File: config.mk
export PLATFORM = sky130hd
export DESIGN_NAME = control_sequencer
export DESIGN_NICKNAME = d
export VERILOG_FILES = /design/src/rtl/control_sequencer.sv
export SDC_FILE = /design/constraint.sdc
export NUM_CORES = 1
export LEC_CHECK = 0
export BUFFER_PORTS_ARGS = -buffer_cell sky130_fd_sc_hd__buf_2
export CELL_PAD_IN_SITES_DETAIL_PLACEMENT = 1
export CELL_PAD_IN_SITES_GLOBAL_PLACEMENT = 1
export CORE_UTILIZATION = 40
export CTS_CLUSTER_DIAMETER = 40
export DETAILED_ROUTE_END_ITERATION = 8
export PLACE_DENSITY = 0.9
export SYNTH_ARGS = -nofsm -noshare
export SYNTH_HDL_FRONTEND = slang
export SYNTH_SLANG_ARGS = --single-unit
File: constraint.sdc
create_clock -name clock -period 4.53 [get_ports clock]
set_clock_uncertainty 0.15 [all_clocks]
set_input_delay 0.453 -clock clock [delete_from_list [all_inputs] [get_ports clock]]
set_output_delay 0.453 -clock clock [all_outputs]
set_load 0.01 [all_outputs]
File: src/rtl/control_sequencer.sv
// LEGv8 control sequencer: valid/ready instruction intake, decode, one EXEC cycle of Datapath control.
// Optional flag-setting ops (ADDS/SUBS) and the flags register are enabled by defining FLAG_SET_EN.
module control_sequencer (
    input  logic        clock,
    input  logic        reset,
    input  logic [31:0] instr,
    input  logic        instr_valid,
    output logic        instr_ready,
    output logic [4:0]  SA,
    output logic [4:0]  SB,
    output logic [4:0]  DA,
    output logic        RegWrite,
    output logic        MemWrite,
    output logic [4:0]  FS,
    output logic        SD,
    output logic [63:0] Const,
    output logic        Bsel,
    input  logic [3:0]  status,
    output logic [3:0]  flags,
    output logic        done,
    output logic        illegal
);

    typedef enum logic [1:0] {IDLE, DECODE, EXEC} state_t;

    typedef struct packed {
        logic [4:0]  sa;
        logic [4:0]  sb;
        logic [4:0]  da;
        logic        regwrite;
        logic        memwrite;
        logic [4:0]  fs;
        logic        sd;
        logic [63:0] konst;
        logic        bsel;
    } ctrl_t;

    localparam ctrl_t SAFE_CTRL = '{sa: 5'd31, sb: 5'd31, da: 5'd31, regwrite: 1'b0,
                                    memwrite: 1'b0, fs: 5'd0, sd: 1'b0, konst: 64'd0,
                                    bsel: 1'b0};

    localparam logic [4:0] FS_AND = 5'b00000;
    localparam logic [4:0] FS_ORR = 5'b00100;
    localparam logic [4:0] FS_ADD = 5'b01000;
    localparam logic [4:0] FS_SUB = 5'b01001;
    localparam logic [4:0] FS_EOR = 5'b01100;
    localparam logic [4:0] FS_LSL = 5'b10000;
    localparam logic [4:0] FS_LSR = 5'b10100;

    localparam logic [10:0] OP_ADD  = 11'b10001011000;
    localparam logic [10:0] OP_SUB  = 11'b11001011000;
    localparam logic [10:0] OP_AND  = 11'b10001010000;
    localparam logic [10:0] OP_ORR  = 11'b10101010000;
    localparam logic [10:0] OP_EOR  = 11'b11001010000;
    localparam logic [10:0] OP_LSL  = 11'b11010011011;
    localparam logic [10:0] OP_LSR  = 11'b11010011010;
    localparam logic [10:0] OP_LDUR = 11'b11111000010;
    localparam logic [10:0] OP_STUR = 11'b11111000000;
    localparam logic [9:0]  OP_ADDI = 10'b1001000100;
    localparam logic [9:0]  OP_SUBI = 10'b1101000100;
`ifdef FLAG_SET_EN
    localparam logic [10:0] OP_ADDS = 11'b10101011000;
    localparam logic [10:0] OP_SUBS = 11'b11101011000;
`endif

    state_t      state, state_nx;
    logic [31:0] ir;
    ctrl_t       ctrl_q, dec, ctrl_out;
    logic        dec_legal;
    logic        accept;

    // Register-register form: SA=Rn, SB=Rm, DA=Rd, result written back.
    function automatic ctrl_t dec_r(input logic [31:0] w, input logic [4:0] fs);
        ctrl_t c;
        c          = SAFE_CTRL;
        c.sa       = w[9:5];
        c.sb       = w[20:16];
        c.da       = w[4:0];
        c.fs       = fs;
        c.regwrite = 1'b1;
        return c;
    endfunction

    // Immediate form: Const replaces the B operand.
    function automatic ctrl_t dec_i(input logic [31:0] w, input logic [4:0] fs,
                                    input logic [63:0] k);
        ctrl_t c;
        c          = SAFE_CTRL;
        c.sa       = w[9:5];
        c.da       = w[4:0];
        c.fs       = fs;
        c.konst    = k;
        c.bsel     = 1'b1;
        c.regwrite = 1'b1;
        return c;
    endfunction

    logic [10:0] opc11;
    logic [9:0]  opc10;
    logic [63:0] imm12_z, shamt_z, imm9_s;

    assign opc11   = ir[31:21];
    assign opc10   = ir[31:22];
    assign imm12_z = {52'd0, ir[21:10]};
    assign shamt_z = {58'd0, ir[15:10]};
    assign imm9_s  = {{55{ir[20]}}, ir[20:12]};

`ifdef FLAG_SET_EN
    logic dec_setf;
    logic setf_q;
`endif

    always_comb begin
        dec       = SAFE_CTRL;
        dec_legal = 1'b1;
`ifdef FLAG_SET_EN
        dec_setf  = 1'b0;
`endif
        if (opc10 == OP_ADDI) begin
            dec = dec_i(ir, FS_ADD, imm12_z);
        end else if (opc10 == OP_SUBI) begin
            dec = dec_i(ir, FS_SUB, imm12_z);
        end else begin
            case (opc11)
                OP_ADD:  dec = dec_r(ir, FS_ADD);
                OP_SUB:  dec = dec_r(ir, FS_SUB);
                OP_AND:  dec = dec_r(ir, FS_AND);
                OP_ORR:  dec = dec_r(ir, FS_ORR);
                OP_EOR:  dec = dec_r(ir, FS_EOR);
                OP_LSL:  dec = dec_i(ir, FS_LSL, shamt_z);
                OP_LSR:  dec = dec_i(ir, FS_LSR, shamt_z);
                OP_LDUR: begin
                    dec    = dec_i(ir, FS_ADD, imm9_s);
                    dec.sd = 1'b1;
                end
                // Store: Rt travels on the B port as store data, nothing written back.
                OP_STUR: begin
                    dec          = dec_i(ir, FS_ADD, imm9_s);
                    dec.da       = 5'd31;
                    dec.sb       = ir[4:0];
                    dec.sd       = 1'b1;
                    dec.regwrite = 1'b0;
                    dec.memwrite = 1'b1;
                end
`ifdef FLAG_SET_EN
                OP_ADDS: begin
                    dec      = dec_r(ir, FS_ADD);
                    dec_setf = 1'b1;
                end
                OP_SUBS: begin
                    dec      = dec_r(ir, FS_SUB);
                    dec_setf = 1'b1;
                end
`endif
                default: dec_legal = 1'b0;
            endcase
        end
    end

    always_comb begin
        state_nx    = state;
        instr_ready = 1'b0;
        case (state)
            IDLE: begin
                instr_ready = 1'b1;
                if (instr_valid) state_nx = DECODE;
            end
            DECODE: state_nx = dec_legal ? EXEC : IDLE;
            EXEC: begin
                instr_ready = 1'b1;
                state_nx    = instr_valid ? DECODE : IDLE;
            end
            default: state_nx = IDLE;
        endcase
        accept = instr_valid && instr_ready;
    end

    always_ff @(posedge clock or negedge reset) begin
        if (!reset) begin
            state   <= IDLE;
            ir      <= '0;
            ctrl_q  <= SAFE_CTRL;
            done    <= 1'b0;
            illegal <= 1'b0;
        end else begin
            state   <= state_nx;
            done    <= (state == EXEC);
            illegal <= (state == DECODE) && !dec_legal;
            if (accept) ir <= instr;
            if (state == DECODE) ctrl_q <= dec_legal ? dec : SAFE_CTRL;
        end
    end

`ifdef FLAG_SET_EN
    always_ff @(posedge clock or negedge reset) begin
        if (!reset) begin
            setf_q <= 1'b0;
            flags  <= 4'd0;
        end else begin
            if (state == DECODE) setf_q <= dec_legal && dec_setf;
            if (state == EXEC && setf_q) flags <= status;
        end
    end
`else
    logic unused_status;
    assign unused_status = ^status;
    assign flags         = 4'd0;
`endif

    // Control word reaches the Datapath only in EXEC; reset drops it asynchronously via state.
    assign ctrl_out = (state == EXEC) ? ctrl_q : SAFE_CTRL;
    assign SA       = ctrl_out.sa;
    assign SB       = ctrl_out.sb;
    assign DA       = ctrl_out.da;
    assign RegWrite = ctrl_out.regwrite;
    assign MemWrite = ctrl_out.memwrite;
    assign FS       = ctrl_out.fs;
    assign SD       = ctrl_out.sd;
    assign Const    = ctrl_out.konst;
    assign Bsel     = ctrl_out.bsel;

endmodule

==> flow_metrics.py, run 1 <==
metrics = {
    "finish": {
        "nNetsFinal": 479,
        "insertedDiodeCount": 0,
        "area_growth_pct": 14.5,
        "final_util_pct": 47.4,
        "fillers": 1095,
        "ff_latch_area_sq_mm": 0.00182,
        "multi_input_area_sq_mm": 0.00151,
        "drive_gt1_share_pct": 45.4,
    },
    "sta": {
        "slew_headroom_pct": 27.6,
        "grt_setup_unrepaired": "false",
        "drv_slew": 0,
        "hold_slack_ns": 0.0115,
        "worst_slew_pin_slew_ns": 1.09,
        "post-route-min-period_ns": 2.77,
        "finalSetupTns_ns": 0,
        "fin_ws_ns": 1.76,
        "period_share_pct": 61.1,
        "max_clock_freq_mhz": 361,
        "finalHoldViolCount": 0,
        "setup_violations": 0,
    },
    "critical_path": {
        "rr_endpoint": "ctrl_q[7]$_DFFE_PN0P_",
        "crit_fanout": 52,
        "worst_ep_arrival_time_ns": 2.17,
        "crit_path_start": "state[0]$_DFFE_PN0P_",
        "cp.required_ns": 3.93,
        "reg2reg_from": "ir[21]$_DFFE_PN0P_",
        "r2r_cells": 4,
        "critPathLaunchType": "flip-flop",
        "worstSetupEndpoint": "Const[47]",
        "r2r_slack_ns": 2.24,
        "endpoint_kind": "output pin",
        "path_class": "flip-flop to output pin",
    },
    "clocking": {
        "cts_tree": "built",
        "cts_resized": 0,
        "cts_buffers": 9,
        "clock_latency_ns": 0.33,
        "clk_path_buf_depth": 2,
        "holdBufCountCts": 0,
        "root_buffer": "clkbuf_8",
        "cts_setup_buffers": 0,
        "htree_num_levels": 3,
        "cts.sinks": 72,
        "clkTransAtPathRegs_ns": 0.08,
    },
    "global_route": {
        "grt_usage_pct": 19.7,
        "grt_max_degree": 53,
        "grt_pass1_wl_um": 15000,
        "grt_pass1_vias": 2863,
        "grt.overflow.total": 0,
        "antenna_found_initial": 0,
    },
    "pwr": {
        "p_switching_w": 0.000406,
        "pwr-share-seq_pct": 50.6,
        "clkPwrFrac_pct": 38.5,
        "power_leakage_nw": 2.09,
        "ir_worst_vdd_v": 0.000199,
        "power_density_mw_per_mm2": 346,
        "switching_share_pct": 26.8,
        "internal_power_w": 0.00111,
        "pwr-share-comb_pct": 10.9,
    },
    "floorplanning": {
        "die-area_sq_mm": 0.00996,
        "initial_utilization_pct": 41.4,
        "coreArea_sq_mm": 0.00924,
        "placementRows": 35,
        "die_x_um": 99.8,
        "io_pins": 134,
        "dieHeight_um": 99.8,
    },
    "yosys": {
        "yosysWarnings": 0,
        "synthCells": 373,
        "synth_top_cell_by_area": "dfrtp_1",
        "ys_ff_latch": 72,
        "synth_top_cell_area_share_pct": 37.3,
        "synth_cell_types": 47,
        "yosysMostFrequentCell": "dfrtp_1",
        "synth_area_leaders": "dfrtp_1 37%, buf_4 11%, dfstp_2 10%, mux2_2 9.4%, and2_1 3.8%",
        "synthArstFlopShare_pct": 100,
        "synth-edff-count": 0,
        "synth_area_per_cell_sq_um": 10.3,
        "ys_seq_area_share_pct": 47.6,
        "ys.flop_type": "dfrtp_1",
        "syn-cell-area_sq_mm": 0.00383,
        "synth_top_cells_by_count": "57 x dfrtp_1, 56 x buf_4, 32 x mux2_2, 31 x nor2_1",
    },
    "outcome": {
        "outcome": "finished clean",
    },
    "placed_design": {
        "routabilityCongestion": 0.819,
        "io_buffers": 124,
        "hpwl_um": 6780,
        "place_ws_ns": 2.08,
    },
    "routing": {
        "drcViolationCount": 0,
        "final_antenna_net_count": 0,
        "wl_per_cell_um": 16.5,
        "drt-initial-drc-count": 141,
        "routed_via_density": 4.99,
        "num_vias": 2863,
        "first_pass_iters": 4,
        "drt-total-wl_um": 9460,
    },
    "min_path": {
        "min-delay-path-class": "primary input to asynchronous set/reset pin",
    },
    "job": {
        "maxCapViolations": 0,
    },
}
==> how the worst min path moves through the flow <==
stage	from	endpoint	cells after the start
CTS	reset	ir[0]$_DFFE_PN0P_	1
global placement	ctrl_q[63]$_DFFE_PN0P_	ctrl_q[63]$_DFFE_PN0P_	2
global route	reset	ir[0]$_DFFE_PN0P_	1
floorplan	reset	ctrl_q[0]$_DFFE_PN0P_	0
finish	reset	ir[1]$_DFFE_PN0P_	1
detailed placement	ctrl_q[65]$_DFFE_PN0P_	ctrl_q[65]$_DFFE_PN0P_	2
==> state kept, by name (all words and copies together), names as in the netlist <==
| name | count |
|---|---|
| ir | 32 |
| state | 2 |
| ctrl_q | 36 |
| illegal | 1 |
| done | 1 |
==> cell type report <==
cell class | count | share of cell area [%]
Multi-Input combinational cell | 227 | 34.5
Timing Repair Buffer | 129 | 15.0
Sequential cell | 72 | 41.5
Clock buffer | 10 | 3.14
Clock inverter | 6 | 2.05
Tap cell | 129 | 3.68
Inverter | 1 | 0.0856
==> through the flow <==
stage	cell area [sq um]	std cells	total power, W
floorplan	3840	377	0.000876
global placement	4160	558	0.000938
detailed placement	4160	558	0.000948
CTS	4380	574	0.00153
global route	4380	574	0.00158
finish	4380	574	0.00152
==> per-layer routing <==
metal | track usage [%] | wire, um | vias to the layer above
li1 | - | - | 1352
met1 | 24.6 | 4130 | 1387
met2 | 35.0 | 4760 | 118
met3 | 2.58 | 486 | 6
met4 | 6.67 | 80 | 0
met5 | 0 | 0 | -
==> worst max-delay path: stages, from the launching register on <==
cell and delay (ns):
dfrtp_1 0.44, nor2b_2 0.21, and2_1 0.88, buf_2 0.29
==> cell usage in the layout (no fill, tap or decap), types with 10 or more instances in the layout <==
cell and instances:
dfstp_2 15, nor2_1 31, a21oi_1 10, o21ai_0 17, mux2_2 32, nand2_1 23
nand2b_1 19, dfrtp_1 57, a22oi_1 10, buf_2 124, clkbuf_8 10, and2_1 23
==> cell families (layout without fill, tap and decap cells) <==
kind of cell    count (synthesis)  count (layout)  share of synthesized area [%]
buf+inv                        78             146                           13.4
compound gates                 56              56                           10.0
simple gates                  133             133                           19.3
flops                          72              72                           47.6
mux                            32              32                           9.41
other cells                     1               5                         0.0980
xor+xnor                        1               1                          0.229
==> power groups by stage <==
stage / clock network [W] / registers, W / logic (W)
after floorplan: 0 / 0.000746 / 0.000130
after CTS: 0.000597 / 0.000769 / 0.000168
after global placement: 0 / 0.000779 / 0.000159
final: 0.000583 / 0.000768 / 0.000165
after detailed placement: 0 / 0.000781 / 0.000167
after global routing: 0.000622 / 0.000777 / 0.000185
(Power assumes the default switching activity.)
==> run 2: changes to the inputs <==
Settings changed: CORE_UTILIZATION 40 to 38, PLACE_DENSITY 0.9 to 0.87.
Clock period 4.53 ns to 2.8 ns, I/O delays scaled along.
==> flow_metrics.py, run 2 (synthesis gave the netlist of run 1 again) <==
metrics = {
    "floorplanning": {
        "dieHeight_um": 102,
        "placementRows": 36,
        "initial_utilization_pct": 39.2,
        "io_pins": 134,
        "die-area_sq_mm": 0.0105,
        "die_x_um": 102,
        "coreArea_sq_mm": 0.00977,
    },
    "critical_path": {
        "crit_fanout": 17,
        "r2r_slack_ns": 0.40,
        "crit_family": "simple AND/OR/NAND/NOR gates",
        "critPathLaunchType": "flip-flop",
        "cp.buffers_inverters": 0,
        "slowest_delay_ns": 0.74,
        "path_class": "flip-flop to flip-flop",
        "cp_cell_sequence": "nor3b_1 > and4_1 > a22oi_1 > o21ai_0",
        "crit_slowest_cell": "and4_1",
        "worst_ep_arrival_time_ns": 2.50,
        "endpoint_kind": "flip-flop",
        "cp.required_ns": 2.90,
    },
    "sta": {
        "finalHoldViolCount": 0,
        "worst_slew_pin_slew_ns": 0.805,
        "grt_setup_unrepaired": "false",
        "post-route-min-period_ns": 2.40,
        "slew_headroom_pct": 46.3,
        "finalSetupTns_ns": 0,
        "hold_slack_ns": 0.0161,
        "max_clock_freq_mhz": 416,
        "period_share_pct": 85.8,
        "setup_violations": 0,
        "drv_slew": 0,
    },
    "placed_design": {
        "routabilityCongestion": 0.877,
        "io_buffers": 124,
        "place_inst": 566,
        "hpwl_um": 6800,
    },
    "finish": {
        "insertedDiodeCount": 0,
        "top_regs": "ctrl_q: 36 flops, ir: 32 flops, state: 2 flops",
        "drive_gt1_share_pct": 45.8,
        "area_growth_pct": 15.7,
        "largest_reg_flops": 36,
        "layout_common_cells": "124 x buf_2, 57 x dfrtp_1, 32 x mux2_2",
        "nNetsFinal": 484,
        "finalNonFillerCells": 583,
        "top_register": "ctrl_q",
        "layout_commonest_cell": "buf_2",
    },
    "routing": {
        "wl_per_cell_um": 16.2,
        "final_antenna_net_count": 0,
        "drt-initial-drc-count": 102,
        "drt-total-wl_um": 9440,
        "num_vias": 2922,
        "first_pass_iters": 4,
        "routed_via_density": 5.01,
        "met1_length_um": 4060,
        "route.met3.wl_um": 566,
        "top_layer_used": "met4",
        "wl_met2_um": 4750,
        "drcViolationCount": 0,
    },
    "clocking": {
        "cts.sinks": 72,
        "clkTransAtPathRegs_ns": 0.08,
        "root_buffer": "clkbuf_8",
        "cts_resized": 0,
        "cts_buffers": 9,
        "clock_latency_ns": 0.34,
        "htree_num_levels": 3,
        "cts_tree": "built",
        "clk_path_buf_depth": 2,
    },
    "global_route": {
        "antenna_found_initial": 0,
        "grt_pass1_vias": 2880,
        "grt_usage_pct": 19.0,
        "grt_max_degree": 53,
        "grt_pass1_wl_um": 14900,
        "grt.overflow.total": 0,
    },
    "outcome": {
        "outcome": "finished clean",
    },
    "pwr": {
        "ir_worst_vdd_v": 0.000237,
        "power_density_mw_per_mm2": 545,
        "power_leakage_nw": 2.12,
    },
    "job": {
        "maxCapViolations": 0,
    },
    "min_path": {
        "min-delay-path-class": "primary input to flip-flop",
    },
}
[run 2: changes by cell type in the layout (fill, tap and decap cells not counted), sizes merged]
cell | previous run | this run
clkinv | 2 | 1
clkinvlp | 1 | 0
dlygate4sd3 | 0 | 1
clkbuf | 10 | 14
inv | 2 | 1
bufinv | 2 | 1
buf | 129 | 133
[run 2: path summary, 6_finish.rpt]
check	startpoint	end	cells after the start
worst max-delay path	ir[21]$_DFFE_PN0P_	ctrl_q[8]$_DFFE_PN0P_	4
worst min-delay path	instr[23]	ir[23]$_DFFE_PN0P_	2
worst max register to register	ir[21]$_DFFE_PN0P_	ctrl_q[8]$_DFFE_PN0P_	4
worst min register to register	ctrl_q[63]$_DFFE_PN0P_	ctrl_q[63]$_DFFE_PN0P_	2
max in group asynchronous	reset	ctrl_q[78]$_DFFE_PN1P_	3
min in group asynchronous	reset	ir[2]$_DFFE_PN0P_	2
[run 2: timing repair]
action / 4_1_cts / 5_1_grt
endpoints found under the hold margin: 25 / 0
hold buffers: 1 / 0
setup buffers: 0 / 0
[run 2: area by class of cell]
cell class | instances | area, sq um
Clock inverter | 2 | 35.0
Sequential cell | 72 | 1820
Inverter | 1 | 3.75
Clock buffer | 14 | 183
Tap cell | 133 | 166
Fill cell | 1144 | 5350
Timing Repair Buffer | 134 | 698
Multi-Input combinational cell | 227 | 1520
[run 2: metal layers]
layer / track usage, % / up-vias
met4: 4.62 / 0
met1: 24.0 / 1434
met2: 33.3 / 119
li1: - / 1363
met3: 4.10 / 6
met5: 0 / -
[run 2: power breakdown]
group          switching (W)  leakage, nW  internal (W)
logic               0.000138         1.13      0.000136
clock network       0.000388        0.113      0.000509
registers           0.000105        0.873       0.00114
total               0.000631         2.12       0.00178
[run 2: per-stage QoR]
step	total power, W	worst slack (ns)	cell area, sq um	util (%)
2_1_floorplan	0.00142	0.0819	3840	-
3_3_place_gp	0.00151	0.668	4200	43.0
3_5_place_dp	0.00154	0.459	4200	43.0
4_1_cts	0.00243	0.418	4430	45.3
5_1_grt	0.00253	0.270	4430	45.3
6_report	0.00241	0.399	4430	45.3
==> run 3: changes to the inputs <==
Settings changed: HOLD_SLACK_MARGIN set to 0.05.
==> flow_metrics.py, run 3 (synthesis gave the netlist of run 1 again) <==
metrics = {
    "outcome": {
        "outcome": "finished clean",
    },
    "floorplanning": {
        "io_pins": 134,
        "die-area_sq_mm": 0.0105,
        "initial_utilization_pct": 39.2,
        "dieHeight_um": 102,
        "die_x_um": 102,
        "placementRows": 36,
        "coreArea_sq_mm": 0.00977,
    },
    "pwr": {
        "power_density_mw_per_mm2": 517,
        "ir_worst_vdd_v": 0.000237,
        "power_leakage_nw": 2.25,
        "power_w": 0.00245,
    },
    "sta": {
        "finalHoldViolCount": 0,
        "post-route-min-period_ns": 2.40,
        "setup_violations": 0,
        "slew_headroom_pct": 46.5,
        "period_share_pct": 85.7,
        "grt_setup_unrepaired": "false",
        "max_clock_freq_mhz": 417,
        "worst_slew_pin_slew_ns": 0.803,
        "drv_slew": 0,
        "finalSetupTns_ns": 0,
    },
    "finish": {
        "layout_commonest_cell": "buf_2",
        "drive_gt1_share_pct": 42.7,
        "largest_reg_flops": 36,
        "top_register": "ctrl_q",
        "nNetsFinal": 516,
        "area_growth_pct": 24.0,
        "insertedDiodeCount": 0,
        "layout_common_cells": "124 x buf_2, 57 x dfrtp_1, 33 x dlygate4sd3_1",
        "top_regs": "ctrl_q: 36 flops, ir: 32 flops, state: 2 flops",
    },
    "critical_path": {
        "worstSetupEndpoint": "ctrl_q[8]$_DFFE_PN0P_",
        "endpoint_kind": "flip-flop",
        "worst_ep_arrival_time_ns": 2.50,
        "crit_path_start": "ir[21]$_DFFE_PN0P_",
        "reg2reg_from": "ir[21]$_DFFE_PN0P_",
        "critPathLaunchType": "flip-flop",
        "cp.required_ns": 2.90,
        "r2r_cells": 4,
        "r2r_slack_ns": 0.40,
        "rr_endpoint": "ctrl_q[8]$_DFFE_PN0P_",
        "path_class": "flip-flop to flip-flop",
        "crit_fanout": 17,
    },
    "clocking": {
        "clk_path_buf_depth": 2,
        "root_buffer": "clkbuf_8",
        "htree_num_levels": 3,
        "clkTransAtPathRegs_ns": 0.08,
        "holdBufCountCts": 33,
        "cts_setup_buffers": 0,
        "clock_latency_ns": 0.35,
        "cts.sinks": 72,
        "cts_tree": "built",
        "cts_resized": 0,
        "cts_buffers": 9,
    },
    "global_route": {
        "grt_pass1_wl_um": 15800,
        "grt_usage_pct": 20.2,
        "antenna_found_initial": 0,
        "grt.overflow.total": 0,
        "grt_max_degree": 53,
        "grt_pass1_vias": 3097,
    },
    "min_path": {
        "min-delay-path-class": "flip-flop to flip-flop",
    },
    "routing": {
        "wl_per_cell_um": 16.1,
        "final_antenna_net_count": 0,
        "first_pass_iters": 4,
        "num_vias": 3060,
        "drcViolationCount": 0,
        "drt-initial-drc-count": 113,
        "routed_via_density": 4.98,
        "drt-total-wl_um": 9930,
    },
    "placed_design": {
        "io_buffers": 124,
        "routabilityCongestion": 0.877,
        "hpwl_um": 6800,
    },
    "job": {
        "maxCapViolations": 0,
    },
}
-- run 3: area by class of cell --
class | count | area (sq um)
timing repair buffer | 166 | 1020
multi-input combinational | 227 | 1520
inverter | 1 | 3.75
clock inverter | 2 | 35.0
sequential | 72 | 1820
clock buffer | 14 | 183
fill | 1125 | 5030
tap | 133 | 166
-- run 3: worst min-delay path by stage --
stage,start,end,cells after the start
3_5_place_dp,reset,ir[2]$_DFFE_PN0P_,1
2_1_floorplan,reset,ctrl_q[0]$_DFFE_PN0P_,0
5_1_grt,ctrl_q[3]$_DFFE_PN0P_,ctrl_q[3]$_DFFE_PN0P_,2
6_report,ctrl_q[63]$_DFFE_PN0P_,ctrl_q[63]$_DFFE_PN0P_,2
4_1_cts,ctrl_q[71]$_DFFE_PN0P_,ctrl_q[71]$_DFFE_PN0P_,2
3_3_place_gp,reset,ir[2]$_DFFE_PN0P_,1
-- run 3: critical path, cell delays in order (launching register included) --
cell     delay [ns]
dfrtp_1        0.46
nor3b_1        0.53
and4_1         0.74
a22oi_1        0.20
o21ai_0        0.22
-- run 3: where the power goes --
| part | internal (W) | switching (W) | leakage, nW |
|---|---|---|---|
| registers | 0.00114 | 0.000106 | 0.873 |
| clock network | 0.000509 | 0.000395 | 0.113 |
| logic | 0.000165 | 0.000144 | 1.27 |
-- run 3: per-stage QoR --
| stage | worst slack (ns) | util, % | instance area [sq um] | hold WS, ns | cells |
|---|---|---|---|---|---|
| 2_1_floorplan | 0.0819 | - | 3840 | -0.166 | 377 |
| 3_3_place_gp | 0.668 | 43.0 | 4200 | 0.252 | 566 |
| 3_5_place_dp | 0.459 | 43.0 | 4200 | 0.265 | 566 |
| 4_1_cts | 0.418 | 48.6 | 4750 | 0.317 | 615 |
| 5_1_grt | 0.269 | 48.6 | 4750 | 0.349 | 615 |
| 6_report | 0.400 | 48.6 | 4750 | 0.314 | 615 |
-- run 3: layer usage --
metal | share of wire [%] | global-route usage [%]
met4 | 1.2 | 6.26
met1 | 42 | 24.4
met2 | 52 | 36.8
met3 | 4.7 | 3.21
met5 | 0 | 0
